$ cat src/rtl/mux_arb_n.sv
// N-channel arbitrating mux with one registered output stage.
// Fixed-priority or round-robin grant, locked across bursts.
module mux_arb_n #(
  parameter int WIDTH = 32,
  parameter int NCH   = 4,
  parameter int SELW  = 2,
  parameter int MODE  = 1
) (
  input  logic                   clk,
  input  logic                   rst,
  input  logic [NCH-1:0]         in_valid,
  input  logic [NCH*WIDTH-1:0]   in_data,
  input  logic [NCH-1:0]         in_last,
  output logic [NCH-1:0]         in_ready,
  output logic                   out_valid,
  output logic [WIDTH-1:0]       out_data,
  output logic [SELW-1:0]        out_sel,
  output logic                   out_last,
  input  logic                   out_ready
);

  typedef enum logic {
    ARB  = 1'b0,
    LOCK = 1'b1
  } state_t;

  state_t state;
  state_t state_nx;

  logic [SELW-1:0]  lock_ch;
  logic [SELW-1:0]  lock_ch_nx;
  logic [SELW-1:0]  rr_ptr;
  logic [SELW-1:0]  rr_ptr_nx;
  logic [SELW-1:0]  ptr_inc;

  logic [SELW-1:0]  fp_g;
  logic [SELW-1:0]  rr_g;
  logic [SELW-1:0]  arb_g;
  logic [SELW-1:0]  g;

  logic [2*NCH-1:0] dbl;
  logic [2*NCH-1:0] rot;
  logic [SELW:0]    rr_off;
  logic [SELW:0]    rr_sum;

  logic             ld;
  logic             acc;
  logic             g_valid;
  logic             g_last;
  logic [WIDTH-1:0] g_data;

  // fixed priority: lowest asserted index
  always_comb begin
    fp_g = '0;
    for (int i = NCH-1; i >= 0; i--) begin
      if (in_valid[i]) fp_g = SELW'(i);
    end
  end

  // round robin: rotate requests by rr_ptr, take first, wrap back
  always_comb begin
    dbl    = {in_valid, in_valid};
    rot    = dbl >> rr_ptr;
    rr_off = '0;
    for (int k = NCH-1; k >= 0; k--) begin
      if (rot[k]) rr_off = (SELW+1)'(k);
    end
    rr_sum = {1'b0, rr_ptr} + rr_off;
    if (rr_sum >= (SELW+1)'(NCH)) begin
      rr_sum = rr_sum - (SELW+1)'(NCH);
    end
    rr_g = SELW'(rr_sum);
  end

  // grant: locked channel wins during a burst
  always_comb begin
    arb_g = (MODE == 0) ? fp_g : rr_g;
    g     = (state == LOCK) ? lock_ch : arb_g;
  end

  // pick the granted channel's valid, last and data
  always_comb begin
    g_valid = 1'b0;
    g_last  = 1'b0;
    g_data  = '0;
    for (int i = 0; i < NCH; i++) begin
      if (SELW'(i) == g) begin
        g_valid = in_valid[i];
        g_last  = in_last[i];
        g_data  = in_data[i*WIDTH +: WIDTH];
      end
    end
  end

  // load enable and one-hot ready to the granted channel
  always_comb begin
    ld  = !out_valid || out_ready;
    acc = ld && g_valid;
    for (int i = 0; i < NCH; i++) begin
      in_ready[i] = acc && !rst && (SELW'(i) == g);
    end
  end

  // next pointer after the granted channel, wrapping to 0
  always_comb begin
    if (g == SELW'(NCH-1)) ptr_inc = '0;
    else                   ptr_inc = g + SELW'(1);
  end

  // lock FSM and round-robin pointer next state
  always_comb begin
    state_nx   = state;
    lock_ch_nx = lock_ch;
    rr_ptr_nx  = rr_ptr;
    unique case (state)
      ARB: begin
        if (acc && !g_last) begin
          state_nx   = LOCK;
          lock_ch_nx = g;
        end
      end
      LOCK: begin
        if (acc && g_last) state_nx = ARB;
      end
      default: state_nx = ARB;
    endcase
    if (MODE != 0 && acc && g_last) rr_ptr_nx = ptr_inc;
  end

  // arbitration state registers
  always_ff @(posedge clk or posedge rst) begin
    if (rst) begin
      state   <= ARB;
      lock_ch <= '0;
      rr_ptr  <= '0;
    end else begin
      state   <= state_nx;
      lock_ch <= lock_ch_nx;
      rr_ptr  <= rr_ptr_nx;
    end
  end

  // output slice: load on acceptance, drain when empty
  always_ff @(posedge clk or posedge rst) begin
    if (rst) begin
      out_valid <= 1'b0;
      out_data  <= '0;
      out_sel   <= '0;
      out_last  <= 1'b0;
    end else if (ld) begin
      out_valid <= acc;
      if (acc) begin
        out_data <= g_data;
        out_sel  <= g;
        out_last <= g_last;
      end
    end
  end

endmodule
$ cat config.mk
export PLATFORM = sky130hd
export DESIGN_NAME = mux_arb_n
export DESIGN_NICKNAME = d
export VERILOG_FILES = /design/src/rtl/mux_arb_n.sv
export SDC_FILE = /design/constraint.sdc
export NUM_CORES = 1
export LEC_CHECK = 0
export CAP_MARGIN = 20
export CORE_ASPECT_RATIO = 0.8
export CORE_UTILIZATION = 41
export CTS_BUF_LIST = sky130_fd_sc_hd__clkbuf_8
export CTS_CLUSTER_SIZE = 28
export DETAILED_ROUTE_END_ITERATION = 12
export PLACE_DENSITY_LB_ADDON = 0.25
export SETUP_SLACK_MARGIN = 0.15
export SLEW_MARGIN = 10
export SYNTH_ARGS = -nofsm -noshare
export SYNTH_HDL_FRONTEND = slang
export SYNTH_SLANG_ARGS = --single-unit
$ cat constraint.sdc
create_clock -name clk -period 13.79 [get_ports clk]
set_input_delay 2.758 -clock clk [delete_from_list [all_inputs] [get_ports clk]]
set_output_delay 2.758 -clock clk [all_outputs]
set_load 0.02 [all_outputs]
==> results_tabular.tex <==
\begin{tabular}{lr}
\hline
Metric & Value \\
\hline
\multicolumn{2}{l}{\textbf{Yosys}} \\
\quad Distinct cells, synth & 39 \\
\quad Register bit count reported by yosys & 41 \\
\quad Net count after synthesis & 478 \\
\quad Post-synthesis instance area & 2810 um2 \\
\quad Avg Synthesized Cell Area & 8.40 um2 \\
\quad Cell type contributing the most total cell area after synthesis & sky130\_fd\_sc\_hd\_\_dfrtp\_1 \\
\quad Simple logic cell fraction of the synthesized area & 0.250 \\
\quad Top cell type's share of synthesized area & 0.366 \\
\quad Fraction of synthesized cell area in xor and xnor cells & 0.00312 \\
\quad Sequential area share after synthesis & 0.366 \\
\quad Number of enable flip-flop cells after synthesis & 0 \\
\quad Biggest area contributors in the synthesized netlist & sky130\_fd\_sc\_hd\_\_dfrtp\_1 (37\%), sky130\_fd\_sc\_hd\_\_a221oi\_1 (10\%), sky130\_fd\_sc\_hd\_\_nor2b\_1 (7.8\%) \\
\quad Warning count from the yosys run & 0 \\
\quad Proportion of synthesized area in mux cells & 0.0317 \\
\quad Synthesized-area fraction occupied by ao, oa, aoi and oai cells & 0.266 \\
\quad FFs w/ async S/R, synth & 1.00 \\
\quad Top FF cell, synth & sky130\_fd\_sc\_hd\_\_dfrtp\_1 \\
\quad Gate count after technology mapping & 334 \\
\quad Adder-Cell Fraction of Synth Area & 0.0223 \\
\quad Combinational family with the most area after synthesis & compound AO/OA/AOI/OAI gates \\
\multicolumn{2}{l}{\textbf{Floorplan}} \\
\quad Die H & 76.0 um \\
\quad Die area & 7180 um2 \\
\quad I/O pin count & 179 \\
\quad Starting density of the core & 0.431 \\
\quad Overall die width & 94.5 um \\
\quad Core box area & 6510 um2 \\
\quad Total number of placement rows & 26 \\
\multicolumn{2}{l}{\textbf{Outcome}} \\
\quad Outcome & finished, final reports clean \\
\multicolumn{2}{l}{\textbf{GRT}} \\
\quad Global-route wire length before repair & 14100 um \\
\quad Global route overflow & 0 \\
\quad Via count of the first global-routing pass & 2946 \\
\quad Number of antenna violations at the first check in global routing & 0 \\
\quad Maximum number of pins on one net before global-route repair & 73 \\
\quad Global Route Usage Sum & 0.250 \\
\multicolumn{2}{l}{\textbf{Drt}} \\
\quad Detailed-router iteration count before antenna repair & 4 \\
\quad DRT iter0 DRCs & 104 \\
\quad Post-DRT Antenna Nets & 0 \\
\quad Wire per inst & 16.2 um \\
\quad Routed wire length & 9300 um \\
\quad Detailed-route vias per instance & 5.44 \\
\quad DRC & 0 \\
\quad Routed vias & 3130 \\
\multicolumn{2}{l}{\textbf{Pwr}} \\
\quad Sequential share of power & 0.160 \\
\quad Final Power & 1.43 mW \\
\quad Part of the power in combinational logic & 0.782 \\
\quad LEAKAGE & 1.83 nW \\
\quad Switching portion of total power & 0.505 \\
\quad Cell internal pwr & 0.707 mW \\
\quad Power density cells & 306 nW/um2 \\
\quad Net switching power of the design & 0.721 mW \\
\quad Peak ir drop on the vdd network & 0.392 mV \\
\quad Clock network power share & 0.058 \\
\multicolumn{2}{l}{\textbf{STA}} \\
\quad Worst-case clock skew & 8.60 ps \\
\quad Final-report setup violation count & 0 \\
\quad Actual transition at the worst max-transition pin & 1100 ps \\
\quad Number of pins with negative max-slew slack in the final report & 0 \\
\quad Total Negative Setup Slacks & 0 ps \\
\quad Final Hold Violating Endpoints & 0 \\
\quad Headroom to the max-slew limit & 0.269 \\
\quad Max Freq & 90.5 MHz \\
\quad Setup repair after global routing missed its margin & no \\
\quad Final worst-path cycle share & 0.801 \\
\quad Final critical delay including setup and external delays & 11050 ps \\
\multicolumn{2}{l}{\textbf{CTS}} \\
\quad Longest Clk Path Bufs & 2 \\
\quad Clock network latency to the later pin of the worst-skew pair & 290 ps \\
\quad Number of gates given a new drive strength after cts & 0 \\
\quad Hold\_buf cts & 0 \\
\quad Clock slew at the register clock pins of the worst setup and hold paths & 80 ps \\
\quad Root Buffer & sky130\_fd\_sc\_hd\_\_clkbuf\_8 \\
\quad CTS sink cnt & 41 \\
\quad TritonCTS clock tree & built \\
\quad Post-CTS repair timing setup buffer count & 0 \\
\quad Maximum level of the CTS H-tree & 2 \\
\quad Clock buffers created by TritonCTS & 5 \\
\multicolumn{2}{l}{\textbf{Worst setup path}} \\
\quad Class of the most critical setup path & primary input to output port \\
\quad Largest fanout on the critical path & 72 \\
\quad Worst path arrival time & 8290 ps \\
\quad Critical path required time & 11030 ps \\
\quad Worst setup EP type & output port \\
\quad Launching element type of the critical path & primary input \\
\multicolumn{2}{l}{\textbf{Cells and area}} \\
\quad Post-layout nets & 634 \\
\quad Share of final-layout standard cells stronger than drive strength 1 & 0.0550 \\
\quad Layout fillers & 543 \\
\quad Area growth syn-to-layout & 66.5\% \\
\quad Diodes inserted & 0 \\
\multicolumn{2}{l}{\textbf{Run}} \\
\quad Max Cap Viol & 0 \\
\multicolumn{2}{l}{\textbf{Worst hold path}} \\
\quad Worst min-delay path category & register to register \\
\multicolumn{2}{l}{\textbf{Placement}} \\
\quad Number of buffers added on ports & 178 \\
\quad HPWL Detailed & 6870 um \\
\quad Last weighted congestion value of the routability-driven placer & 0.835 \\
\hline
\end{tabular}
==> critical path, stage by stage <==
cell and delay, ps:
sky130_fd_sc_hd__clkdlybuf4s50_1 540, sky130_fd_sc_hd__or4_2 700, sky130_fd_sc_hd__o211ai_1 120, sky130_fd_sc_hd__ha_1 190
sky130_fd_sc_hd__xnor2_1 80, sky130_fd_sc_hd__or4_4 570, sky130_fd_sc_hd__a31oi_4 250, sky130_fd_sc_hd__ha_2 960
sky130_fd_sc_hd__a211oi_1 120, sky130_fd_sc_hd__a211o_1 360, sky130_fd_sc_hd__nand2b_4 450, sky130_fd_sc_hd__nor2_1 390
sky130_fd_sc_hd__and2_1 180, sky130_fd_sc_hd__clkdlybuf4s50_1 610
==> synthesized netlist by cell type (2+ instances only) <==
master and instances:
sky130_fd_sc_hd__dfrtp_1 41, sky130_fd_sc_hd__nand2_1 38, sky130_fd_sc_hd__a21oi_1 35, sky130_fd_sc_hd__nor2b_1 35, sky130_fd_sc_hd__a221oi_1 33, sky130_fd_sc_hd__nor3_1 31, sky130_fd_sc_hd__clkbuf_1 25, sky130_fd_sc_hd__o21ai_0 22
sky130_fd_sc_hd__o21ai_1 11, sky130_fd_sc_hd__nor2_1 7, sky130_fd_sc_hd__inv_1 6, sky130_fd_sc_hd__ha_1 5, sky130_fd_sc_hd__and2_1 4, sky130_fd_sc_hd__nand2b_1 4, sky130_fd_sc_hd__buf_6 3, sky130_fd_sc_hd__mux2_4 3
sky130_fd_sc_hd__nand3b_1 3, sky130_fd_sc_hd__a2111oi_1 2, sky130_fd_sc_hd__a211oi_1 2, sky130_fd_sc_hd__buf_2 2, sky130_fd_sc_hd__mux2_1 2, sky130_fd_sc_hd__nand2b_4 2, sky130_fd_sc_hd__o211ai_1 2
==> cells in the final DEF (no fill, tap or decap), types with 4 or more instances in the layout <==
master / synthesis / final
sky130_fd_sc_hd__nor2_1: 7 / 7
sky130_fd_sc_hd__a221oi_1: 33 / 33
sky130_fd_sc_hd__nand2_1: 38 / 38
sky130_fd_sc_hd__o21ai_0: 22 / 22
sky130_fd_sc_hd__o21ai_1: 11 / 11
sky130_fd_sc_hd__and2_1: 4 / 4
sky130_fd_sc_hd__nor3_1: 31 / 31
sky130_fd_sc_hd__nand2b_1: 4 / 4
sky130_fd_sc_hd__nor2b_1: 35 / 34
sky130_fd_sc_hd__dfrtp_1: 41 / 41
sky130_fd_sc_hd__clkdlybuf4s50_1: 0 / 178
sky130_fd_sc_hd__inv_1: 6 / 5
sky130_fd_sc_hd__clkbuf_8: 0 / 6
sky130_fd_sc_hd__a21oi_1: 35 / 35
==> power groups by stage <==
| stage | Sequential (mW) | Combinational [mW] | Clock, mW |
|---|---|---|---|
| after global routing | 0.235 | 1.23 | 0.0885 |
| after CTS | 0.228 | 1.12 | 0.0847 |
| final | 0.228 | 1.12 | 0.0830 |
| after detailed placement | 0.230 | 1.12 | 0 |
| after global placement | 0.228 | 1.08 | 0 |
| after floorplan | 0.276 | 0.791 | 0 |
==> logic make-up after synthesis <==
kind of cell	Yosys count
AO/OA/AOI/OAI	112
buffers and inverters	38
multiplexers	7
adder cells (fa/ha/maj)	5
flip-flops	41
AND/OR/NAND/NOR	130
XOR/XNOR	1
==> through the flow <==
step / util / instance area [um2] / hold WS (ps) / setup slack, ps / std cells
floorplan: - / 2810 / 458 / 4920 / 334
global placement: 0.703 / 4570 / 464 / 2960 / 567
detailed placement: 0.703 / 4570 / 471 / 2770 / 567
CTS: 0.718 / 4670 / 490 / 2780 / 575
global route: 0.718 / 4670 / 514 / 2460 / 575
finish: 0.718 / 4670 / 485 / 2740 / 575
==> cell type report <==
class,instances,area (um2),area share
well taps,84,105,0.0225
clock inverters,2,13.8,0.00295
clock buffers,6,82.6,0.0177
repair buffers,181,1800,0.386
flip-flops and latches,41,1030,0.220
multi-input cells,255,1620,0.346
inverters,6,22.5,0.00482
==> final timing paths <==
path                             start  cells after the start  slack [ps]      endpoint
setup reg to reg             rr_ptr[0]                     12        8700    lock_ch[0]
hold / removal             out_data[3]                      2         480   out_data[3]
hold reg to reg            out_data[3]                      2         480   out_data[3]
min in group asynchronous          rst                      2        2990   out_data[1]
setup / recovery           in_valid[0]                     14        2740   in_ready[1]
max in group asynchronous          rst                      2       10280  out_data[26]
==> registers in the layout (all words and copies together) (netlist names), named ones only <==
name       flops
out_last       1
lock_ch        2
out_data      32
out_sel        2
out_valid      1
rr_ptr         2
==> metal layers <==
layer | routed length [um] | GRT usage
met5 | 0 | 0
met4 | 220 | 0.0879
met3 | 857 | 0.0679
met2 | 4530 | 0.437
met1 | 3700 | 0.290
Note: power is estimated with default switching activity, not from simulation.
